File: src/rtl/ps2_keyboard_rx_if.sv
// PS/2 keyboard receive bundle: raw line inputs plus the decoded scan-code outputs.
// The receiver takes the master side; the line driver / consumer takes the slave side.
interface ps2_keyboard_rx_if;
    logic       ps2_clk;
    logic       ps2_dat;
    logic [7:0] ps2_data;
    logic       ps2_hit;
    logic       ps2_err;

    modport master (
        input  ps2_clk,
        input  ps2_dat,
        output ps2_data,
        output ps2_hit,
        output ps2_err
    );

    modport slave (
        output ps2_clk,
        output ps2_dat,
        input  ps2_data,
        input  ps2_hit,
        input  ps2_err
    );
endinterface

File: src/rtl/ps2_keyboard_rx.sv
// PS/2 device-to-host receiver: synchronizes and glitch-filters the PS/2 lines, deframes
// 11-bit frames and strobes ps2_hit with a valid scan code or ps2_err on a bad/aborted frame.
module ps2_keyboard_rx #(
    parameter int FILTER  = 4,
    parameter int TIMEOUT = 25000
) (
    input logic               clock,
    input logic               resetn,
    ps2_keyboard_rx_if.master bus
);
    localparam int FW = $clog2(FILTER + 1);
    localparam int TW = $clog2(TIMEOUT + 1);

    typedef enum logic [1:0] {IDLE, DATA, PARITY, STOP} state_t;

    logic          clk_s1_q, clk_s2_q;
    logic          dat_s1_q, dat_s2_q;
    logic          filt_q, filt_d;
    logic [FW-1:0] fcnt_q, fcnt_d;
    logic          fall_q, fall_d;

    state_t        state_q, state_d;
    logic [2:0]    cnt_q, cnt_d;
    logic [7:0]    shift_q, shift_d;
    logic          par_q, par_d;
    logic [7:0]    data_q, data_d;
    logic          hit_q, hit_d;
    logic          err_q, err_d;
    logic [TW-1:0] tcnt_q, tcnt_d;

    // Filtered clock flips only after FILTER consecutive samples disagree with it.
    always_comb begin
        filt_d = filt_q;
        fcnt_d = '0;
        if (clk_s2_q != filt_q) begin
            if (fcnt_q == FW'(FILTER - 1)) begin
                filt_d = clk_s2_q;
            end else begin
                fcnt_d = fcnt_q + FW'(1);
            end
        end
        fall_d = filt_q & ~filt_d;
    end

    always_comb begin
        state_d = state_q;
        cnt_d   = cnt_q;
        shift_d = shift_q;
        par_d   = par_q;
        data_d  = data_q;
        hit_d   = 1'b0;
        err_d   = 1'b0;
        tcnt_d  = (fall_q || state_q == IDLE) ? '0 : tcnt_q + TW'(1);

        // A fall takes priority over a timeout landing on the same cycle.
        if (fall_q) begin
            case (state_q)
                IDLE: begin
                    if (!dat_s2_q) begin
                        state_d = DATA;
                        cnt_d   = 3'd0;
                    end
                end
                DATA: begin
                    shift_d = {dat_s2_q, shift_q[7:1]};
                    cnt_d   = cnt_q + 3'd1;
                    if (cnt_q == 3'd7) begin
                        state_d = PARITY;
                    end
                end
                PARITY: begin
                    par_d   = dat_s2_q;
                    state_d = STOP;
                end
                STOP: begin
                    if (dat_s2_q && (^{shift_q, par_q})) begin
                        data_d = shift_q;
                        hit_d  = 1'b1;
                    end else begin
                        err_d = 1'b1;
                    end
                    state_d = IDLE;
                end
                default: state_d = IDLE;
            endcase
        end else if (state_q != IDLE && tcnt_q == TW'(TIMEOUT - 1)) begin
            state_d = IDLE;
            err_d   = 1'b1;
            shift_d = '0;
            cnt_d   = '0;
        end
    end

    always_ff @(posedge clock) begin
        if (!resetn) begin
            clk_s1_q <= 1'b1;
            clk_s2_q <= 1'b1;
            dat_s1_q <= 1'b1;
            dat_s2_q <= 1'b1;
            filt_q   <= 1'b1;
            fcnt_q   <= '0;
            fall_q   <= 1'b0;
            state_q  <= IDLE;
            cnt_q    <= '0;
            shift_q  <= '0;
            par_q    <= 1'b0;
            data_q   <= 8'h00;
            hit_q    <= 1'b0;
            err_q    <= 1'b0;
            tcnt_q   <= '0;
        end else begin
            clk_s1_q <= bus.ps2_clk;
            clk_s2_q <= clk_s1_q;
            dat_s1_q <= bus.ps2_dat;
            dat_s2_q <= dat_s1_q;
            filt_q   <= filt_d;
            fcnt_q   <= fcnt_d;
            fall_q   <= fall_d;
            state_q  <= state_d;
            cnt_q    <= cnt_d;
            shift_q  <= shift_d;
            par_q    <= par_d;
            data_q   <= data_d;
            hit_q    <= hit_d;
            err_q    <= err_d;
            tcnt_q   <= tcnt_d;
        end
    end

    assign bus.ps2_data = data_q;
    assign bus.ps2_hit  = hit_q;
    assign bus.ps2_err  = err_q;
endmodule
File: src/flat_wrapper.sv
// flat-port wrapper written by rule: the top's interface ports become plain ports
module ps2_keyboard_rx_flat 
#(
    parameter int FILTER  = 4,
    parameter int TIMEOUT = 25000
)
  (clock, resetn, bus_ps2_clk, bus_ps2_dat, bus_ps2_data, bus_ps2_hit, bus_ps2_err);
  ps2_keyboard_rx_if bus_i ();
  input logic clock;
  input logic resetn;
  input wire logic [$bits(bus_i.ps2_clk)-1:0] bus_ps2_clk;
  input wire logic [$bits(bus_i.ps2_dat)-1:0] bus_ps2_dat;
  output wire logic [$bits(bus_i.ps2_data)-1:0] bus_ps2_data;
  output wire logic [$bits(bus_i.ps2_hit)-1:0] bus_ps2_hit;
  output wire logic [$bits(bus_i.ps2_err)-1:0] bus_ps2_err;
  assign bus_i.ps2_clk = bus_ps2_clk;
  assign bus_i.ps2_dat = bus_ps2_dat;
  assign bus_ps2_data = bus_i.ps2_data;
  assign bus_ps2_hit = bus_i.ps2_hit;
  assign bus_ps2_err = bus_i.ps2_err;
  ps2_keyboard_rx #(.FILTER(FILTER), .TIMEOUT(TIMEOUT)) u_core (.clock(clock), .resetn(resetn), .bus(bus_i));
endmodule
File: config.mk
export PLATFORM = sky130hd
export DESIGN_NAME = ps2_keyboard_rx_flat
export DESIGN_NICKNAME = d
export VERILOG_FILES = /design/src/rtl/ps2_keyboard_rx_if.sv /design/src/rtl/ps2_keyboard_rx.sv /design/src/flat_wrapper.sv
export SDC_FILE = /design/constraint.sdc
export NUM_CORES = 1
export LEC_CHECK = 0
export ABC_AREA = 1
export CAP_MARGIN = 0
export CELL_PAD_IN_SITES_DETAIL_PLACEMENT = 1
export CELL_PAD_IN_SITES_GLOBAL_PLACEMENT = 1
export CORE_ASPECT_RATIO = 1.5
export CORE_UTILIZATION = 40
export CTS_BUF_LIST = sky130_fd_sc_hd__clkbuf_8
export DETAILED_ROUTE_END_ITERATION = 10
export MAX_ROUTING_LAYER = met4
export PLACE_DENSITY_LB_ADDON = 0.1
export SETUP_SLACK_MARGIN = 0.5
export SYNTH_ARGS = -nofsm -noshare
export SYNTH_HDL_FRONTEND = slang
export SYNTH_SLANG_ARGS = --single-unit
export TNS_END_PERCENT = 10
File: constraint.sdc
create_clock -name clock -period 1.8 [get_ports clock]
set_input_delay 0.27 -clock clock [delete_from_list [all_inputs] [get_ports clock]]
set_output_delay 0.27 -clock clock [all_outputs]
set_load 0.05 [all_outputs]
==> impl_metrics.py <==
metrics = {
    "outcome": {
        "status": "complete, no violations",
    },
    "pwr": {
        "p_leak_nw": 1.12,
        "power.total_w": 0.00178,
        "power_density_nw_per_um2": 642,
        "pwr-share-comb_pct": 2.0,
        "ir_drop_v": 0.000383,
        "total_switching_power_w": 0.000397,
        "seq_power_share_pct": 59.5,
        "intPower_w": 0.00138,
        "switching_share_pct": 22.3,
        "p_clk_share_pct": 38.5,
    },
    "timing": {
        "rsz0062_at_grt": "yes",
        "worst_pin_slew_ns": 0.523,
        "tns_ns": 0,
        "finalCritPeriodShare_pct": 82.9,
        "slew_violations": 0,
        "final.min_clock_period_ns": 1.49,
        "skew_ns": 0.00778,
        "setup_viol": 0,
        "setup_slack_ns": 0.308,
        "finalHoldViolCount": 0,
        "max_freq_mhz": 670,
        "hold_ws_ns": 0.424,
        "slew_headroom_pct": 65.3,
    },
    "clocking": {
        "cts_root_buffer": "clkbuf_8",
        "cts_made_buffers": 5,
        "h-tree-depth": 2,
        "cts.sinks": 48,
        "clock_path_buffers": 2,
        "clock_latency_ns": 0.30,
        "clk_pin_slew_ns": 0.09,
        "tritoncts": "done",
        "hold_buffers": 0,
    },
    "floorplan": {
        "core_area_um2": 5200,
        "io_pins": 14,
        "start_util_pct": 42.4,
        "dieHeight_um": 92.9,
        "die_area_um2": 5820,
        "rows": 32,
        "die_w_um": 62.6,
    },
    "setup_path": {
        "max_stage_delay_ns": 0.56,
        "cp.required_ns": 1.53,
        "crit_family": "buffers and inverters",
        "crit_fanout": 2,
        "reg2regPathDepth": 10,
        "r2r_start": "u_core.shift_q[2]$_SDFFE_PN0P_",
        "path_cells": "dlygate4sd2_1",
        "ff2ff_setup_slack_ns": 0.36,
        "cp-end-kind": "output port",
        "cp_slowest_cell": "dlygate4sd2_1",
        "crit_arrival_ns": 1.22,
        "crit_path_start_kind": "register",
        "r2r_end": "u_core.bus.ps2_data[1]$_SDFFE_PN0P_",
        "path_class": "reg -> out",
        "cp_num_buf_inv": 1,
    },
    "synth": {
        "syn_avg_cell_area_um2": 7.25,
        "synthArstFlopShare_pct": 0,
        "syn-cell-area_um2": 2200,
        "synth_edf_count": 0,
        "syn-num-nets": 317,
        "synth_cell_types": 31,
        "synth_cells": 304,
        "synth_ff_type": "dfxtp_1",
        "synth-seq-cells": 48,
        "yosys_warnings": 0,
        "ys_seq_area_share_pct": 43.6,
    },
    "grt": {
        "grt_start_max_net_pins": 20,
        "grt_pass1_vias": 2030,
        "antenna_found_initial": 0,
        "grt_pass1_wl_um": 8920,
        "overflow": 0,
        "grt_usage_pct": 20.3,
    },
    "placement": {
        "dpl.hpwl_um": 4010,
        "routabilityCongestion": 0.772,
        "placed_area_um2": 2480,
        "portBuffers": 13,
        "pre_cts_ws_ns": 0.166,
    },
    "detailed_routing": {
        "wl_um": 5320,
        "drc": 0,
        "vias_per_cell": 5.04,
        "wire_per_inst_um": 13.3,
        "ant_nets": 0,
        "num_vias": 2012,
        "initialDrtViolationCount": 39,
        "drt-pass1-iter-count": 4,
    },
    "hold_path": {
        "holdCritPathClass": "reg -> reg",
        "hold_depth": 1,
        "whs_endpoint": "u_core.clk_s2_q$_SDFF_PN1_",
        "min-delay-start": "u_core.clk_s1_q$_SDFF_PN1_",
    },
    "cells_and_area": {
        "fin_nets": 343,
        "antennaDiodeCount": 0,
        "drive_gt1_share_pct": 29.0,
        "area_growth_pct": 25.8,
        "post-route-cell-area_um2": 2770,
    },
    "job": {
        "max-cap-violations": 0,
    },
}
placed cells by master (no fill, tap or decap), types with 10 or more instances in the layout:
master,count
nand2_1,63
dfxtp_1,34
nor2_1,33
inv_1,23
a21oi_1,22
nand2_2,17
inv_2,13
nand4_1,12
buf_4,10
logic make-up after synthesis:
logic type,after synthesis,share of synthesized area (%)
and+or+nand+nor,166,34.3
adders and majority gates,9,5.11
AOI/OAI and AO/OA,37,8.97
buffers and inverters,42,7.21
xor gates and xnor gates,2,0.795
DFF,48,43.6
worst max path at each step:
stage	cells past startpoint	endpoint	start	slack, ns
after global routing	12	u_core.bus.ps2_data[1]$_SDFFE_PN0P_	u_core.shift_q[1]$_SDFFE_PN0P_	0.20
final	1	bus_ps2_data[1]	u_core.bus.ps2_data[1]$_SDFFE_PN0P_	0.31
after CTS	10	u_core.tcnt_q[14]$_SDFF_PP0_	u_core.tcnt_q[0]$_SDFF_PP0_	0.27
after global placement	5	u_core.tcnt_q[8]$_SDFF_PP0_	resetn	0.20
after floorplan	12	u_core.bus.ps2_data[0]$_SDFFE_PN0P_	u_core.shift_q[2]$_SDFFE_PN0P_	0.48
after detailed placement	5	u_core.tcnt_q[8]$_SDFF_PP0_	resetn	0.17
flip-flops by register name (all words and copies together) (netlist names):
signal	flops
u_core.bus.ps2_data	8
u_core.bus.ps2_err	1
u_core.bus.ps2_hit	1
u_core.clk_s1_q	1
u_core.clk_s2_q	1
u_core.cnt_q	3
u_core.dat_s1_q	1
u_core.dat_s2_q	1
u_core.fall_q	1
u_core.fcnt_q	3
u_core.filt_q	1
u_core.par_q	1
u_core.shift_q	8
u_core.state_q	2
u_core.tcnt_q	15
power by group through the flow:
stage | clock, W | sequential, W | combinational [W]
after floorplan | 0 | 0.00109 | 0.0000203
after global placement | 0 | 0.00109 | 0.0000348
after detailed placement | 0 | 0.00109 | 0.0000352
after CTS | 0.000712 | 0.00107 | 0.0000356
after global routing | 0.000739 | 0.00106 | 0.0000389
final | 0.000685 | 0.00106 | 0.0000350
timing repair:
item,in CTS,in global routing
setup buffers,3,4
endpoints found under the setup margin,41,48
pin swaps,5,13
resized for setup,35,35
endpoints found under the hold margin,0,0
stage by stage:
stage	instances	utilization (%)
2_1_floorplan	304	-
3_3_place_gp	384	47.7
3_5_place_dp	384	47.7
4_1_cts	395	50.7
5_1_grt	399	53.3
6_report	399	53.3
final cells by class:
type	count	area, um^2
Clock buffer	6	82.6
Fill cell	695	2430
Clock inverter	2	15.0
Inverter	38	144
Tap cell	68	85.1
Timing Repair Buffer	23	193
Multi-Input combinational cell	214	1260
Sequential cell	48	993
cell usage after synthesis (all sizes together) (5+ instances only):
master / number / share of area (%)
nand2: 83 / 15
nor3: 12 / 3.5
or2: 5 / 1.4
o21ai: 11 / 2.7
nand3: 12 / 3.2
inv: 36 / 6.1
dfxtp: 48 / 44
a21oi: 22 / 5.0
ha: 9 / 5.1
nor2: 39 / 7.1
nand4: 12 / 3.4
metal layers:
metal	global-route usage [%]	wire length [um]	vias to the layer above
li1	-	-	1030
met1	17.4	1900	957
met2	41.5	3240	17
met3	3.57	88	8
met4	8.53	94	0
met5	-	0	-
No activity file was read; power rests on OpenSTA's default activity.
